--- src/rtl/vreg_wb_arbiter.sv ---
// vreg_wb_arbiter
// Shares the single write port (we3/wa3/wd3) of the 16 x 128-bit vector
// register bank between the vector ALU and the vector load unit. It also
// keeps a per-register busy scoreboard so the issue stage can detect
// read-after-write hazards.
//
// Handshake (both requesters): a transfer happens in a cycle where valid and
// ready are both high and rst is low. ready is combinational from the two
// valids and the round-robin pointer, and at most one ready is high at a
// time. A requester holds valid/addr/data stable until it is granted.
//
// Optional build macro VREG_WB_STATS_EN adds the `conflicts` counter and the
// `orphan_wr` pulse output.
module vreg_wb_arbiter #(
    parameter int NREG = 16,
    parameter int AW   = 4,
    parameter int DW   = 128
) (
    input  logic            clk,
    input  logic            rst,
    input  logic            alu_valid,
    input  logic [AW-1:0]   alu_addr,
    input  logic [DW-1:0]   alu_data,
    output logic            alu_ready,
    input  logic            ld_valid,
    input  logic [AW-1:0]   ld_addr,
    input  logic [DW-1:0]   ld_data,
    output logic            ld_ready,
    input  logic            iss_set,
    input  logic [AW-1:0]   iss_addr,
    input  logic [AW-1:0]   chk_ra1,
    input  logic [AW-1:0]   chk_ra2,
    output logic            hazard,
    output logic [NREG-1:0] busy,
    output logic            we3,
    output logic [AW-1:0]   wa3,
    output logic [DW-1:0]   wd3
`ifdef VREG_WB_STATS_EN
    ,
    output logic [15:0]     conflicts,
    output logic            orphan_wr
`endif
);

    // Round-robin pointer: which requester was granted most recently.
    localparam logic [0:0] LAST_ALU = 1'b0;
    localparam logic [0:0] LAST_LD  = 1'b1;

    logic [0:0]    last_q, last_d;
    logic          alu_xfer, ld_xfer;
    logic          we3_q, we3_d;
    logic [AW-1:0] wa3_q, wa3_d;
    logic [DW-1:0] wd3_q, wd3_d;
    logic [NREG-1:0] busy_q, busy_d;

    // Grant: a lone requester always wins; on a conflict the requester not
    // granted last wins. No transfer counts while rst is high.
    always_comb begin
        alu_ready = alu_valid & (~ld_valid | (last_q == LAST_LD));
        ld_ready  = ld_valid  & (~alu_valid | (last_q == LAST_ALU));
        alu_xfer  = alu_ready & ~rst;
        ld_xfer   = ld_ready & ~rst;
        last_d    = last_q;
        if (alu_xfer) begin
            last_d = LAST_ALU;
        end else if (ld_xfer) begin
            last_d = LAST_LD;
        end
    end

    // Output-stage next state: load the granted address/data, else hold.
    always_comb begin
        we3_d = alu_xfer | ld_xfer;
        wa3_d = wa3_q;
        wd3_d = wd3_q;
        if (alu_xfer) begin
            wa3_d = alu_addr;
            wd3_d = alu_data;
        end else if (ld_xfer) begin
            wa3_d = ld_addr;
            wd3_d = ld_data;
        end
    end

    // Scoreboard next state: commit clears first, so a reservation of the
    // same register in the same cycle overrides the commit.
    always_comb begin
        busy_d = busy_q;
        if (we3_q) begin
            busy_d[wa3_q] = 1'b0;
        end
        if (iss_set) begin
            busy_d[iss_addr] = 1'b1;
        end
    end

    // State registers; reset drops any write pending in the output stage.
    always_ff @(posedge clk) begin
        if (rst) begin
            last_q <= LAST_LD;
            we3_q  <= 1'b0;
            wa3_q  <= '0;
            wd3_q  <= '0;
            busy_q <= '0;
        end else begin
            last_q <= last_d;
            we3_q  <= we3_d;
            wa3_q  <= wa3_d;
            wd3_q  <= wd3_d;
            busy_q <= busy_d;
        end
    end

    // Outputs are forced quiet while rst is high so a pending write never
    // reaches the bank during reset.
    always_comb begin
        we3    = we3_q & ~rst;
        wa3    = rst ? '0 : wa3_q;
        wd3    = rst ? '0 : wd3_q;
        busy   = rst ? '0 : busy_q;
        hazard = ~rst & (busy_q[chk_ra1] | busy_q[chk_ra2]);
    end

`ifdef VREG_WB_STATS_EN
    logic [15:0] conflicts_q, conflicts_d;

    // Saturating count of cycles where both requesters are valid.
    always_comb begin
        conflicts_d = conflicts_q;
        if (alu_valid && ld_valid && (conflicts_q != 16'hFFFF)) begin
            conflicts_d = conflicts_q + 16'd1;
        end
    end

    // Conflict counter register.
    always_ff @(posedge clk) begin
        if (rst) begin
            conflicts_q <= '0;
        end else begin
            conflicts_q <= conflicts_d;
        end
    end

    // A commit to a register nobody reserved is flagged for the cycle it writes.
    always_comb begin
        conflicts = conflicts_q;
        orphan_wr = we3 & ~busy_q[wa3_q];
    end
`endif

endmodule

--- config.mk ---
export PLATFORM = sky130hd
export DESIGN_NAME = vreg_wb_arbiter
export DESIGN_NICKNAME = d
export VERILOG_FILES = /design/src/rtl/vreg_wb_arbiter.sv
export SDC_FILE = /design/constraint.sdc
export NUM_CORES = 1
export LEC_CHECK = 0
export BUFFER_PORTS_ARGS = -buffer_cell sky130_fd_sc_hd__buf_2
export CAP_MARGIN = 40
export CORE_AREA = 4 4 165 167
export DETAILED_ROUTE_END_ITERATION = 7
export DIE_AREA = 0 0 169 171
export PLACE_DENSITY = 0.64
export SYNTH_ARGS = -nofsm -noshare
export SYNTH_HDL_FRONTEND = slang
export SYNTH_SLANG_ARGS = --single-unit
--- constraint.sdc ---
create_clock -name clk -period 1.2 [get_ports clk]
set_input_delay 0.12 -clock clk [delete_from_list [all_inputs] [get_ports clk]]
set_output_delay 0.12 -clock clk [all_outputs]
set_load 0.05 [all_outputs]
==> impl_metrics.py <==
metrics = {
    "logic_synthesis": {
        "synth_top_area_frac": 0.354,
        "yosysUniqueCellTypes": 30,
        "yosysSeqAreaShare": 0.354,
        "syn_nets": 1277,
        "async_flop_share": 0,
        "synth_area_per_cell_um2": 8.51,
        "synth_warnings": 0,
        "ys_ff_latch": 150,
        "yosys-top-cells-area": "dfxtp_1 (35%), a311oi_2 (23%), nand2_1 (12%)",
        "yosysTopAreaCell": "dfxtp_1",
        "postSynthCellCount": 996,
        "synth_flop_cell": "dfxtp_1",
        "synth_edf_count": 0,
        "synth_area_mm2": 0.00848,
    },
    "clock_network": {
        "clk_pin_slew_ns": 0.07,
        "insertion_delay_ns": 0.43,
        "cts_root_buf": "clkbuf_16",
        "cts_made_buffers": 17,
        "clockBufferDepth": 2,
        "cts_tree": "yes",
        "h-tree-depth": 4,
        "clkSinkCount": 150,
    },
    "sta": {
        "fin_skew_ns": 0.0148,
        "slew_viol_final": 0,
        "finalSetupViolations": 268,
        "holdWs_ns": 0.0350,
        "final_hold_viol_count": 0,
        "relSlewSlack": 0.577,
        "tightest_slew_ns": 0.635,
        "min_period_over_period": 1.62,
        "rsz0062_at_grt": "true",
        "min_period_ns": 1.95,
        "finalWorstSetupSlack_ns": -0.750,
        "fmax_ghz": 0.513,
    },
    "power_and_ir_drop": {
        "internal_power_mw": 11.8,
        "power.share.clock": 0.308,
        "total_power_mw": 18.4,
        "p_per_area_mw_per_mm2": 946,
        "vdd_drop_max_mv": 0.904,
        "swShare": 0.356,
        "p_sw_mw": 6.55,
        "leakage_nw": 8.66,
        "power_frac_seq": 0.309,
        "p_comb_frac": 0.383,
    },
    "place": {
        "globalplace.congestion": 0.837,
        "dp_slack_ns": -0.430,
        "dp.cells": 1743,
        "dp.final_hpwl_mm": 22.6,
        "port-buffer-count": 432,
    },
    "final_layout": {
        "instances_no_fill": 2128,
        "final_cell_mix": "buf_2 (279), dlygate4sd3_1 (262), nand2_4 (150), nor2_1 (133), a311oi_2 (132)",
        "syn_to_final_growth_pct": 129,
        "drive_above_1_share": 0.685,
        "fin_nets": 2057,
        "final_common_cell": "buf_2",
        "n_fill_cell": 1452,
    },
    "setup_path": {
        "cp_top_family": "multiplexers",
        "cpPeakStageDelay_ns": 0.46,
        "reg2reg_from": "last_q$_SDFFE_PP1P_",
        "cp-start-kind": "flip-flop",
        "arrival_ns": 1.83,
        "path_class": "flip-flop to primary output",
        "cp-startpoint": "busy_q[14]$_SDFF_PP0_",
        "crit_chain": "mux4_2, mux2i_1, mux2_4, a21oi_4, buf_6",
        "required_ns": 1.08,
        "critical_path.max_fanout": 3,
        "slowest_stage": "mux4_2",
        "worst_setup_path_end_kind": "primary output",
        "crit_buf_inv": 1,
    },
    "global_routing": {
        "gr-total-overflow": 0,
        "grt_first_pass_wirelength_mm": 69.2,
        "grt_pass1_vias": 12095,
        "gr-usage-all-layers": 0.306,
        "grt_max_degree": 83,
        "antenna_found_initial": 5,
    },
    "floorplan": {
        "initial_core_util": 0.329,
        "fp.dieH_um": 171,
        "rows": 59,
        "ios": 433,
        "die_width_um": 169,
        "dieArea_mm2": 0.0289,
        "core-area_mm2": 0.0258,
    },
    "detailed_routing": {
        "avgViaCountPerCell": 5.41,
        "drc": 0,
        "first_pass_iters": 5,
        "vias": 11518,
        "wire_per_inst_um": 23.6,
        "drt_iter0_drc": 969,
        "detail_route.wirelength_mm": 50.3,
        "antenna_left": 0,
    },
    "flow_run": {
        "max-cap-violations": 0,
    },
    "worst_hold_path": {
        "hold_path_class": "primary input to flip-flop",
        "min_from": "alu_data[57]",
    },
    "status": {
        "outcome": "finished, violations left",
        "violations": "negative setup slack",
    },
}
==> cells by family after synthesis <==
kind of cell	Yosys count	synth area share
buf+inv	92	0.0542
mux	14	0.0317
flops	150	0.354
simple gates	573	0.307
compound gates	167	0.253
==> layout make-up <==
class | count | area [um2] | share of cell area
diodes | 4 | 10.0 | 0.000515
clock buffers | 17 | 425 | 0.0219
clock inverters | 15 | 176 | 0.00908
inverters | 2 | 20.0 | 0.00103
multi-input cells | 754 | 7180 | 0.370
flip-flops and latches | 150 | 3140 | 0.162
well taps | 335 | 419 | 0.0216
repair buffers | 851 | 8060 | 0.415
==> power by group through the flow <==
stage | logic, mW | registers [mW] | clock network (mW)
floorplan | 2.70 | 5.61 | 0
global placement | 3.85 | 5.65 | 0
detailed placement | 3.88 | 5.66 | 0
CTS | 6.38 | 5.60 | 5.74
global route | 7.29 | 5.69 | 5.93
finish | 7.04 | 5.68 | 5.67
==> synthesized netlist by cell type, types with 2 or more instances <==
master	number
or3b_2	2
mux2_2	2
a21oi_1	6
buf_1	6
clkbuf_1	26
a311oi_2	129
dfxtp_1	150
nand3b_1	4
nand2_1	268
mux2i_1	4
nand3_1	2
nor2_1	133
buf_2	48
buf_4	6
nand2b_1	6
nor2b_1	151
mux4_1	7
o21ai_0	27
buf_6	4
a311oi_1	3
or2_2	3
==> worst register-to-register path, cell delays in order, from the launching register on <==
cell and delay, ns:
dfxtp_2 0.32, nand2b_4 0.16, nand2_8 0.10, buf_12 0.13
buf_16 0.14, buf_12 0.15, buf_12 0.15, nand2_4 0.05
a311oi_2 0.33
==> stage by stage <==
step	TNS, ns	instance area (um2)	utilization
after detailed placement	-19.85	11600	0.450
after global routing	-57.92	19400	0.754
after global placement	-16.43	11600	0.450
after floorplan	-11.37	8830	-
after CTS	-45.55	18700	0.726
final	-46.10	19400	0.754
==> routing by layer <==
metal  up-vias  GRT usage  share of wire
met5         -          0        0.00014
met4         2      0.159          0.060
met3       219     0.0735          0.085
met2       757      0.531           0.49
met1      5541      0.352           0.36
li1       4999          -              -
==> state kept, by name, summed over array words and instances, names as in the netlist <==
register	flops
busy_q	16
last_q	1
wa3_q	4
wd3_q	128
we3_q	1
==> worst paths after layout <==
path / endpoint / cells after the start / slack (ns)
worst max-delay path: hazard / 5 / -0.75
worst min-delay path: wd3_q[57]$_SDFFE_PP0P_ / 3 / 0.04
worst max register to register: wd3_q[32]$_SDFFE_PP0P_ / 8 / -0.41
worst min register to register: wd3_q[71]$_SDFFE_PP0P_ / 2 / 0.53
==> what timing repair did <==
action,4_1_cts,5_1_grt
pin swaps,223,138
gates cloned,25,0
hold endpoints to repair,134,0
resized for setup,852,254
buffers inserted,46,39
setup endpoints to repair,287,299
hold buffers,263,0
(Power assumes the default switching activity.)
